===== src/rtl/pwm_ramp_ctrl.sv =====
// pwm_ramp_ctrl: ramps a 16-bit level toward a commanded target at a fixed tick rate
// Ports: clk, rst (sync, active-high); cmd_valid/cmd_ready/cmd_target command handshake;
// level = current ramped level; busy = ramp in progress; done = one-cycle completion pulse;
// pwm_out = registered PWM of level, present only when PWM_OUT_EN is defined.
// Optional feature macro: PWM_OUT_EN
module pwm_ramp_ctrl #(
    parameter int STEP_DIV = 1000,
    parameter int STEP     = 1
) (
    input  logic        clk,
    input  logic        rst,
    input  logic        cmd_valid,
    output logic        cmd_ready,
    input  logic [15:0] cmd_target,
    output logic [15:0] level,
    output logic        busy,
    output logic        done
`ifdef PWM_OUT_EN
    ,
    output logic        pwm_out
`endif
);
    localparam logic [15:0] DIV_M1 = 16'(STEP_DIV - 1);
    localparam logic [15:0] STEP16 = 16'(STEP);
    typedef enum logic [1:0] {IDLE, RAMP, DONE} state_t;
    state_t state, state_nx;
    logic [15:0] target, cnt, level_nx;
    logic [16:0] diff;
    logic accept, tick, up;
    // Distance is taken at 17 bits so a full-range move never wraps; a final
    // partial step snaps to target to avoid overshoot.
    always_comb begin
        cmd_ready = state == IDLE && !rst;
        busy = state == RAMP;
        done = state == DONE;
        accept = cmd_valid && cmd_ready;
        tick = state == RAMP && cnt == DIV_M1;
        up = target > level;
        diff = up ? {1'b0, target} - {1'b0, level} : {1'b0, level} - {1'b0, target};
        level_nx = diff <= {1'b0, STEP16} ? target : up ? level + STEP16 : level - STEP16;
        state_nx = state;
        case (state)
            IDLE: if (accept) state_nx = cmd_target == level ? DONE : RAMP;
            RAMP: if (tick && level_nx == target) state_nx = DONE;
            default: state_nx = IDLE;
        endcase
    end
    always_ff @(posedge clk) begin
        if (rst) begin
            state <= IDLE;
            level <= '0;
            target <= '0;
            cnt <= '0;
        end else begin
            state <= state_nx;
            if (accept) begin
                target <= cmd_target;
                cnt <= '0;
            end else if (state == RAMP) begin
                cnt <= tick ? '0 : cnt + 16'd1;
            end
            if (tick) level <= level_nx;
        end
    end
`ifdef PWM_OUT_EN
    logic [15:0] pwm_cnt;
    always_ff @(posedge clk) begin
        if (rst) begin
            pwm_cnt <= '0;
            pwm_out <= 1'b0;
        end else begin
            pwm_cnt <= pwm_cnt + 16'd1;
            pwm_out <= pwm_cnt < level;
        end
    end
`endif
endmodule


===== config.mk =====
export PLATFORM = sky130hd
export DESIGN_NAME = pwm_ramp_ctrl
export DESIGN_NICKNAME = d
export VERILOG_FILES = /design/src/rtl/pwm_ramp_ctrl.sv
export SDC_FILE = /design/constraint.sdc
export NUM_CORES = 1
export LEC_CHECK = 0
export CAP_MARGIN = 20
export CORE_ASPECT_RATIO = 1.75
export CORE_MARGIN = 2
export CORE_UTILIZATION = 56
export CTS_BUF_LIST = sky130_fd_sc_hd__clkbuf_2
export DETAILED_ROUTE_END_ITERATION = 7
export PLACE_DENSITY = 0.8
export SYNTH_ARGS = -nofsm -noshare
export SYNTH_HDL_FRONTEND = slang
export SYNTH_SLANG_ARGS = --single-unit

===== constraint.sdc =====
create_clock -name clk -period 4.82 [get_ports clk]
set_input_delay 0.964 -clock clk [delete_from_list [all_inputs] [get_ports clk]]
set_output_delay 0.964 -clock clk [all_outputs]
set_load 0.01 [all_outputs]

==> reports/metrics.cfg <==
[sta]
setup_ws_ns = 0.186
timing.setup.tns_ns = 0
period_share = 0.961
hold_violations = 0
skew_ns = 0.0531
min_period_ns = 4.63
finalSetupViolations = 0
slew_headroom = 0.531
holdWs_ns = 0.516
worst_pin_slew_ns = 0.702
fmax_ghz = 0.216
drv_slew = 0

[clocking]
cts_made_buffers = 5
htree_levels = 2
cts-root-buf = clkbuf_2
clkTransAtPathRegs_ns = 0.27
cts_hold_buf = 0
clk_latency_ns = 0.51
clkSinkCount = 50
clockBufferDepth = 2
cts_tree = yes

[setup_path]
cp.required_ns = 5.23
critical_path_class = reg2reg
crit_start = level[6]$_SDFFE_PP0P_
cp-end-kind = flop
crit_arrival_ns = 5.04
critPathLaunchType = flop
regToRegStartpoint = level[6]$_SDFFE_PP0P_
reg2reg_slack_ns = 0.19
path_max_fanout = 12

[placed_design]
pre_cts_ws_ns = 0.0415
dp_hpwl_mm = 13.1
place_area_sq_um = 5870
gp_congestion = 1.03
port_buffers = 37
post-place-cells = 847

[synth]
yosys_warnings = 0
synthFlopType = dfxtp_1
synth_cell_types = 68
synth-seq-area-share = 0.195
synthTopCellsByArea = dfxtp_1, ha_1, xnor2_1
synth_edf_count = 0
synth_top_area_cell = dfxtp_1
syn_inst = 676
ys_ff_latch = 50
ys_async_sr_fraction = 0
synth_area_sq_um = 5120
syn_nets = 745
netlist.area_leader.share = 0.195
synth_area_per_cell_sq_um = 7.58

[hold_path]
hp-start = target[8]$_SDFFE_PP0P_
hp-class = reg2reg

[drt]
drt_iter0_markers = 234
first_pass_iters = 4
ant_nets = 0
via_count = 5318
vias_per_cell = 6.18
drcViolationCount = 0
wl_per_cell_um = 19.4
drt_wl_total_mm = 16.7

[global_route]
gr-total-overflow = 0
met3_usage = 0.0295
antenna_found_initial = 1
grt_first_pass_wirelength_mm = 26.4
grt_max_degree = 43
grt.busiest_layer = met2
grt_usage = 0.335
grt_use_met1 = 0.352
grt_pass1_vias = 5302
use_met2 = 0.633

[finish]
fin_area_sq_um = 6070
finish.utilization = 0.677
drive_above_1_share = 0.129
stdcell_count = 860
nFillCells = 846
layout_commonest_cell = nand2_1
multi_input_area_sq_um = 3890
syn_to_final_growth_pct = 18.6
seq_area_sq_um = 1020
final_cell_mix = nand2_1, nor2_1, a21oi_1, buf_4, xnor2_1
nets = 807

[floorplan]
rows = 46
start_util = 0.570
core_sq_um = 8980
fp.dieH_um = 131
die_x_um = 76.3
die_area_sq_um = 9960
io_pins = 38

[pwr]
p_leak_nw = 2.42
vdd_ir_drop_max_uv = 272
p_per_area_nw_per_um2 = 242
total_power_mw = 1.47

[status]
outcome = completed

[flow_run]
maxCapViolCount = 0

==> power by group <==
group / switching [mW] / internal (mW) / leakage, nW / total, mW
logic: 0.439 / 0.347 / 1.97 / 0.787
registers: 0.0110 / 0.423 / 0.410 / 0.433
clock network: 0.156 / 0.0910 / 0.0411 / 0.247
total: 0.606 / 0.861 / 2.42 / 1.47
==> state kept, by name, summed over array words and instances (netlist names) <==
signal / count
state: 2
target: 16
cnt: 16
level: 16
==> cells by family (layout without fill, tap and decap cells) <==
kind of cell | after synthesis | in the layout | synth area share
flip-flops | 50 | 50 | 0.195
buffers and inverters | 77 | 140 | 0.0606
multiplexers | 3 | 3 | 0.00586
XOR/XNOR | 70 | 70 | 0.125
AND/OR/NAND/NOR | 233 | 233 | 0.225
adder cells (fa/ha/maj) | 50 | 50 | 0.127
other | 0 | 1 | 0
AO/OA/AOI/OAI | 193 | 193 | 0.261
==> cell type report <==
type,instances,area share
Antenna cell,1,0.000412
Clock buffer,5,0.00412
Clock inverter,3,0.00803
Inverter,42,0.0260
Multi-Input combinational cell,549,0.641
Sequential cell,50,0.167
Tap cell,120,0.0247
Timing Repair Buffer,90,0.129
==> worst max-delay path, stage by stage, from the launching register on <==
cell and delay [ns]:
dfxtp_2 0.46, inv_1 0.08, ha_1 0.39, buf_4 0.21
nand3_1 0.11, nor2_1 0.08, and4_1 0.22, or2_1 0.26
buf_12 0.16, ha_1 0.33, nor2b_2 0.18, o31a_1 0.35
buf_4 0.17, o21a_1 0.18, nor2_2 0.13, xnor3_1 0.27
nor4_4 0.24, nand4_1 0.15, nor4_2 0.25, a22oi_1 0.13
o31ai_2 0.19
==> cells in the mapped netlist, drive strengths merged (5+ instances only) <==
master and n:
nand2 61, nor2 57, a21oi 54, dfxtp 50, xnor2 49, ha 47
inv 42, o21ai 29, nor3 28, clkbuf 27, a21o 26, xor2 19
nand3 15, nand4 14, a311oi 13, nor4 13, a211oi 10, and3 9
a31oi 8, buf 8, nand2b 8, o21a 8, and2 6, o21bai 6
or3 5
==> layer usage <==
metal,vias to the layer above,share of wire
met1,2519,0.38
met4,0,0.062
met3,60,0.041
met2,159,0.52
met5,-,0
li1,2580,-
==> worst paths after layout <==
| kind | to | depth (start not counted) |
|---|---|---|
| min reg2reg | target[8]$_SDFFE_PP0P_ | 2 |
| max reg2reg | state[1]$_SDFFE_PP0P_ | 20 |
| min | target[8]$_SDFFE_PP0P_ | 2 |
| max | state[1]$_SDFFE_PP0P_ | 20 |
==> repair_timing <==
action                                  4_1_cts  5_1_grt
buffers inserted                              0        4
resized for setup                             2       25
endpoints found under the setup margin        1        3
pin swaps                                     0        6
Power figures use the tool's default switching activity.
